`config.mk`:
```
export PLATFORM = sky130hd
export DESIGN_NAME = blink_rate_regs_flat
export DESIGN_NICKNAME = d
export VERILOG_FILES = /design/src/rtl/blink_rate_regs_if.sv /design/src/rtl/blink_rate_regs.sv /design/src/flat_wrapper.sv
export SDC_FILE = /design/constraint.sdc
export NUM_CORES = 1
export LEC_CHECK = 0
export BUFFER_PORTS_ARGS = -buffer_cell sky130_fd_sc_hd__buf_2
export CORE_MARGIN = 2
export CORE_UTILIZATION = 54
export DETAILED_ROUTE_END_ITERATION = 16
export PLACE_DENSITY_LB_ADDON = 0.1
export RECOVER_POWER = 100
export SKIP_CTS_REPAIR_TIMING = 1
export SYNTH_ARGS = -nofsm -noshare
export SYNTH_HDL_FRONTEND = slang
export SYNTH_SLANG_ARGS = --single-unit
```
`constraint.sdc`:
```
create_clock -name clk -period 1.95 [get_ports clk]
set_clock_uncertainty 0.2 [all_clocks]
set_input_delay 0.2925 -clock clk [delete_from_list [all_inputs] [get_ports clk]]
set_output_delay 0.2925 -clock clk [all_outputs]
set_load 0.05 [all_outputs]
```
`src/rtl/blink_rate_regs_if.sv`:
```
// Processor register-slot bus for blink_rate_regs.
// Carries select, strobes, address and data.
interface blink_rate_regs_if;
  logic        cs;
  logic        write;
  logic        read;
  logic [2:0]  addr;
  logic [31:0] wr_data;
  logic [31:0] rd_data;

  modport master (
    output cs, write, read, addr, wr_data,
    input  rd_data
  );

  modport slave (
    input  cs, write, read, addr, wr_data,
    output rd_data
  );
endinterface

```
`src/rtl/blink_rate_regs.sv`:
```
// Staged blink-period registers with aligned commit for four LED channels.
// BLINK_RATE_REGS_READBACK_EN enables readback of STAGE0..3 and CTRL.
module blink_rate_regs #(
  parameter logic [15:0] DEFAULT_PERIOD = 16'd500,
  parameter int          CNT_W          = 8
) (
  input  logic               clk,
  input  logic               reset,
  blink_rate_regs_if.slave   bus,
  input  logic               sync_tick,
  output logic [15:0]        reg_out0,
  output logic [15:0]        reg_out1,
  output logic [15:0]        reg_out2,
  output logic [15:0]        reg_out3,
  output logic               pending
);

  typedef enum logic [1:0] {
    IDLE,
    WAIT_SYNC,
    APPLY
  } state_t;

  state_t state_q, state_d;

  logic [15:0]      stage_q  [4];
  logic [15:0]      active_q [4];
  logic [3:0]       en_mask_q;
  logic             sync_mode_q;
  logic [CNT_W-1:0] cnt_q;
  logic [31:0]      rd_q;
  logic [31:0]      rd_mux;
  logic [7:0]       cnt8;
  logic             wr, rd;
  logic             stage_wr, ctrl_wr, commit;
  logic             unused_bits;

  assign wr       = bus.cs & bus.write;
  assign rd       = bus.cs & bus.read;
  assign stage_wr = wr & ~bus.addr[2];
  assign ctrl_wr  = wr & (bus.addr == 3'd4);
  assign commit   = ctrl_wr & bus.wr_data[0];

  assign pending  = (state_q == WAIT_SYNC);
  assign cnt8     = 8'(cnt_q);

  always_comb begin
    state_d = state_q;
    case (state_q)
      WAIT_SYNC: begin
        if (sync_tick) state_d = APPLY;
      end
      default: begin
        // APPLY accepts a new commit exactly like IDLE
        state_d = IDLE;
        if (commit)
          state_d = bus.wr_data[1] ? WAIT_SYNC : APPLY;
      end
    endcase
  end

  always_ff @(posedge clk or negedge reset) begin
    if (!reset) state_q <= IDLE;
    else        state_q <= state_d;
  end

  always_comb begin
    rd_mux = '0;
    case (bus.addr)
`ifdef BLINK_RATE_REGS_READBACK_EN
      3'd0, 3'd1, 3'd2, 3'd3:
        rd_mux = {16'h0, stage_q[bus.addr[1:0]]};
      3'd4:
        rd_mux = {24'h0, en_mask_q, 2'b0, sync_mode_q, 1'b0};
`endif
      3'd5:
        rd_mux = {16'h0, cnt8, en_mask_q, 3'b0, pending};
      default: rd_mux = '0;
    endcase
  end

  always_ff @(posedge clk or negedge reset) begin
    if (!reset) begin
      for (int i = 0; i < 4; i++) begin
        stage_q[i]  <= DEFAULT_PERIOD;
        active_q[i] <= DEFAULT_PERIOD;
      end
      en_mask_q   <= 4'hF;
      sync_mode_q <= 1'b0;
      cnt_q       <= '0;
      rd_q        <= '0;
    end else begin
      if (stage_wr)
        stage_q[bus.addr[1:0]] <= bus.wr_data[15:0];
      if (ctrl_wr) begin
        en_mask_q   <= bus.wr_data[7:4];
        sync_mode_q <= bus.wr_data[1];
      end
      // ACTIVE loads the pre-write STAGE value
      if (state_q == APPLY) begin
        for (int i = 0; i < 4; i++)
          active_q[i] <= stage_q[i];
        cnt_q <= cnt_q + 1'b1;
      end
      if (rd)
        rd_q <= rd_mux;
    end
  end

  assign bus.rd_data = rd_q;

  assign reg_out0 = en_mask_q[0] ? active_q[0] : 16'h0;
  assign reg_out1 = en_mask_q[1] ? active_q[1] : 16'h0;
  assign reg_out2 = en_mask_q[2] ? active_q[2] : 16'h0;
  assign reg_out3 = en_mask_q[3] ? active_q[3] : 16'h0;

  assign unused_bits = ^{bus.wr_data[31:16],
                         bus.wr_data[3:2],
                         sync_mode_q};

endmodule

```
`src/flat_wrapper.sv`:
```
// flat-port wrapper written by rule: the top's interface ports become plain ports
module blink_rate_regs_flat 
#(
  parameter logic [15:0] DEFAULT_PERIOD = 16'd500,
  parameter int          CNT_W          = 8
)
  (clk, reset, sync_tick, reg_out0, reg_out1, reg_out2, reg_out3, pending, bus_cs, bus_write, bus_read, bus_addr, bus_wr_data, bus_rd_data);
  blink_rate_regs_if bus_i ();
  input  logic clk;
  input  logic reset;
  input  logic sync_tick;
  output logic [15:0] reg_out0;
  output logic [15:0] reg_out1;
  output logic [15:0] reg_out2;
  output logic [15:0] reg_out3;
  output logic pending;
  input wire logic [$bits(bus_i.cs)-1:0] bus_cs;
  input wire logic [$bits(bus_i.write)-1:0] bus_write;
  input wire logic [$bits(bus_i.read)-1:0] bus_read;
  input wire logic [$bits(bus_i.addr)-1:0] bus_addr;
  input wire logic [$bits(bus_i.wr_data)-1:0] bus_wr_data;
  output wire logic [$bits(bus_i.rd_data)-1:0] bus_rd_data;
  assign bus_i.cs = bus_cs;
  assign bus_i.write = bus_write;
  assign bus_i.read = bus_read;
  assign bus_i.addr = bus_addr;
  assign bus_i.wr_data = bus_wr_data;
  assign bus_rd_data = bus_i.rd_data;
  blink_rate_regs #(.DEFAULT_PERIOD(DEFAULT_PERIOD), .CNT_W(CNT_W)) u_core (.clk(clk), .reset(reset), .bus(bus_i), .sync_tick(sync_tick), .reg_out0(reg_out0), .reg_out1(reg_out1), .reg_out2(reg_out2), .reg_out3(reg_out3), .pending(pending));
endmodule
```
Yosys cells after proc, flatten, opt, wreduce, memory -nomap -nowiden --
Index checks and enable logic that the tools add are counted.
Operators by class: bitwise operators 7, reductions and logical operators 1, multipliers 0, div/mod/pow operators 0, multiplexer cells 12, magnitude comparators 2, $add $sub $neg 1, shift-type cells 0, equal/unequal tests 5
Operators by type and width (count):
- $mux 16 | 6
- $bwmux 64 | 1
- $demux 16 s2 | 1
- $add 8x1->8 const B | 1
- $mux 2 | 4
- $eq 3x3->1 const B | 2
- $and 1x1->1 | 5
- $ge 3x3->1 const B | 1
- $lt 3x1->1 const B | 1
- $not 2->3 | 1
- $eq 2x1->1 const B | 1
- $eq 2x2->1 const B | 1
- $ne 2x2->1 const B | 1
- $logic_and 1x1->1 | 1
- $not 1->1 | 1
Storage, ports and cells: input bits 41, bits in read-only memories 0, output and inout port bits 97, bits in latches 0, memory bits (writable) 0, flip-flop bits (word level) 174, memories kept 0, logic and storage cells 40

Logic depth before layout (Yosys ltp) --
depth in word-level cells 6, depth in mapped cells 6, depth with buffers taken out 4

Worst setup path before layout --
OpenSTA, ideal clock, no wires.
path kind reg-to-output, start reg u_core.en_mask_q[0], end out reg_out0[10], slack 0.264 ns, arrival time 1.193 ns, data required time 1.457 ns, stages on the path, launching flop included 3, path buffers 1, path through dfstp_2 clkbuf_1 and2_1
Between the ends: word-level cells in the longest chain between the ends 1
RTL lines:
- start, declared | line blink_rate_regs.sv:28 | logic [3:0] en_mask_q;
- start signal, assigned | line blink_rate_regs.sv:96 | en_mask_q <= bus.wr_data[7:4];
- $mux 16 | line blink_rate_regs.sv:112 | assign reg_out0 = en_mask_q[0] ? active_q[0] : 16'h0;
- end, declared | line flat_wrapper.sv:12 | output logic [15:0] reg_out0;
No other way between the ends.

Worst setup path in the final report --
start reg u_core.en_mask_q[3], end out reg_out3[15]
Between the ends: word-level cells in the longest chain between the ends 1
RTL lines:
- $mux 16 | line blink_rate_regs.sv:115 | assign reg_out3 = en_mask_q[3] ? active_q[3] : 16'h0;
- end, declared | line flat_wrapper.sv:15 | output logic [15:0] reg_out3;
No other way between the ends.

==> results.ini <==
[outcome]
status=complete, but fails checks
violations=setup timing

[setup_path]
crit_type=register to primary output
endpoint=reg_out3[15]
ff2ff_path_depth=3
cp_slowest_stage_delay_ns=0.67
crit_arrival_ns=1.55
start_kind=register
end_kind=primary output
path_cells=buf_8, and2_1, buf_6
crit_fanout=5
critPathLaunch=u_core.en_mask_q[3]
cp.required_ns=1.46
r2r_slack_ns=0.35
critPathSlowestCell=dfstp_4
r2r-end=u_core.active_q[25]
timing.rr.start=u_core.state_q[0]

[cts]
cts-root-buf=clkbuf_16
path_clk_slew_ns=0.06
cts-buffers-inserted=17
cts_sinks=155
cts.htree.levels=4
cts_buffer_depth=2
clk-insertion-delay-late_ns=0.41
tritoncts=built

[logic_synthesis]
synth-async-reset-ratio=1.00
synth_top_area_frac=0.393
yosys_warnings=0
synthCells=439
synthTopCellsByCount=mux2_2, dfrtp_1, and2_1
synth_cell_types=32
ys.flop_type=dfrtp_1
synth_top_area_cell=dfrtp_1
synth-seq-cells=155
yosysMostFrequentCell=mux2_2
synth.area.top_cells=dfrtp_1, dfstp_2, mux2_2, and2_1, mux2_4
synth.yosys.seq_area_share=0.602
avgSynthCellArea_um2=14.9
synth_edf_count=0
synth_area_mm2=0.00656

[cells_and_area]
nFillCells=759
regArea_mm2=0.00396
syn2layout_area_growth_pct=34.6
final_area_mm2=0.00882
finalNetCount=622
diodes=0
drive_gt1_frac=0.648
multi_input_area_mm2=0.00251

[global_route]
grt_remaining_overflow=0
grt_pass1_wl_mm=20.3
grt_start_max_net_pins=51
antenna_found_initial=0
grt_pass1_vias=3826
grt_usage=0.207

[floorplanning]
dieWidth_um=114
die_height_um=114
die-area_mm2=0.0130
start_util=0.550
core_mm2=0.0119
ios=138
rows=40

[sta]
layout_setup_ws_ns=-0.0882
min_period_ns=2.04
rsz0062_at_grt=true
max_freq_mhz=491
finalSetupTns_ns=-2.60
period_share=1.05
slew_headroom=0.344
setup-violations-final=59
maxSlewViolCount=0
hold_viol_final=0
worst_pin_slew_ns=0.983

[routing]
ant_nets=0
first_iter_violations=155
drc=0
dr.pass1.iters=4
avgViaCountPerCell=5.27
dr_total_vias=3902
wire_per_inst_um=19.2
routed_wirelength_mm=14.2

[hold_path]
hp-class=primary input to register

[pwr]
vdd_ir_drop_max_v=0.000605
leakage_nw=4.14
power_density_mw_per_mm2=1200

[placed_design]
dp_hpwl_mm=8.28
dpl-instance-area_mm2=0.00721
numPortBuffers=102
gp_congestion=0.711

[job]
cap_violations=0

==> metal layers <==
layer | global-route usage | up-vias | wire, um
met5 | 0 | - | 0
met4 | 0.0707 | 0 | 152
met3 | 0.0498 | 12 | 496
met2 | 0.333 | 92 | 7100
met1 | 0.277 | 2037 | 6480
li1 | - | 1761 | -
==> sequential cells by signal, indices dropped and copies added, names as in the netlist <==
signal              cells
u_core.en_mask_q        4
u_core.state_q          2
u_core.stage_q         64
u_core.active_q        64
u_core.bus.rd_data     13
u_core.cnt8             8
==> final cells by class <==
class                   count  share of cell area
clock inverters            13              0.0200
flip-flops and latches    155               0.449
clock buffers              19              0.0491
repair buffers            143               0.176
inverters                   2            0.000851
well taps                 147              0.0208
multi-input cells         261               0.285
==> kinds of logic after synthesis <==
family                     Yosys count  synth area share
buffers and inverters               41            0.0431
xor gates and xnor gates             7           0.00935
DFF                                155             0.602
AOI/OAI and AO/OA                   15            0.0197
adders and majority gates            1           0.00191
muxes                              133             0.240
and+or+nand+nor                     86            0.0838
other                                1          0.000572
==> critical path, delay by kind of cell, from the launching register on <==
family | cells | cell delay (ns)
flip-flops | 1 | 0.67
buffers and inverters | 2 | 0.30
AND/OR/NAND/NOR | 1 | 0.16
==> stage by stage <==
| stage | hold slack [ns] | cells | total power [mW] | util | setup slack, ns |
|---|---|---|---|---|---|
| 3_3_place_gp | 0.0562 | 679 | 6.33 | 0.605 | 0.117 |
| 3_5_place_dp | 0.0616 | 679 | 6.42 | 0.605 | 0.112 |
| 2_1_floorplan | -0.203 | 457 | 5.88 | - | 0.264 |
| 5_1_grt | 0.00560 | 740 | 11.0 | 0.741 | -0.125 |
| 4_1_cts | -0.376 | 711 | 9.83 | 0.656 | -0.204 |
| 6_report | 0.0115 | 740 | 10.6 | 0.741 | -0.0882 |
==> power by group <==
group	internal, mW	leakage (nW)	switching [mW]
combinational	1.36	1.96	1.35
clock	2.13	0.292	1.26
sequential	4.07	1.89	0.416
total	7.56	4.14	3.02
==> worst min-delay path by stage <==
stage | startpoint | to | slack, ns | cells past startpoint
final | bus_wr_data[12] | u_core.stage_q[12] | 0.01 | 2
after global routing | bus_wr_data[6] | u_core.stage_q[6] | 0.006 | 2
after CTS | reset | u_core.stage_q[63] | -0.38 | 1
after detailed placement | reset | u_core.stage_q[63] | 0.06 | 1
after global placement | reset | u_core.active_q[49] | 0.06 | 1
after floorplan | reset | u_core.active_q[0] | -0.20 | 0
==> cells in the final DEF (no fill, tap or decap), types with 3 or more instances in the layout <==
cell	instances
clkinv_2	5
buf_6	26
mux2_2	105
buf_12	5
buf_4	12
dfrtp_1	103
buf_2	36
dfstp_4	4
nand2_1	4
dfstp_2	48
and2_4	44
a22o_1	13
buf_8	46
nand4_1	5
clkbuf_1	6
mux2_4	20
and2_1	20
mux2_1	8
dlygate4sd3_1	10
clkinvlp_4	3
bufinv_16	4
clkbuf_16	20
conb_1	19
xnor2_1	6
Note: power is estimated with default switching activity, not from simulation.
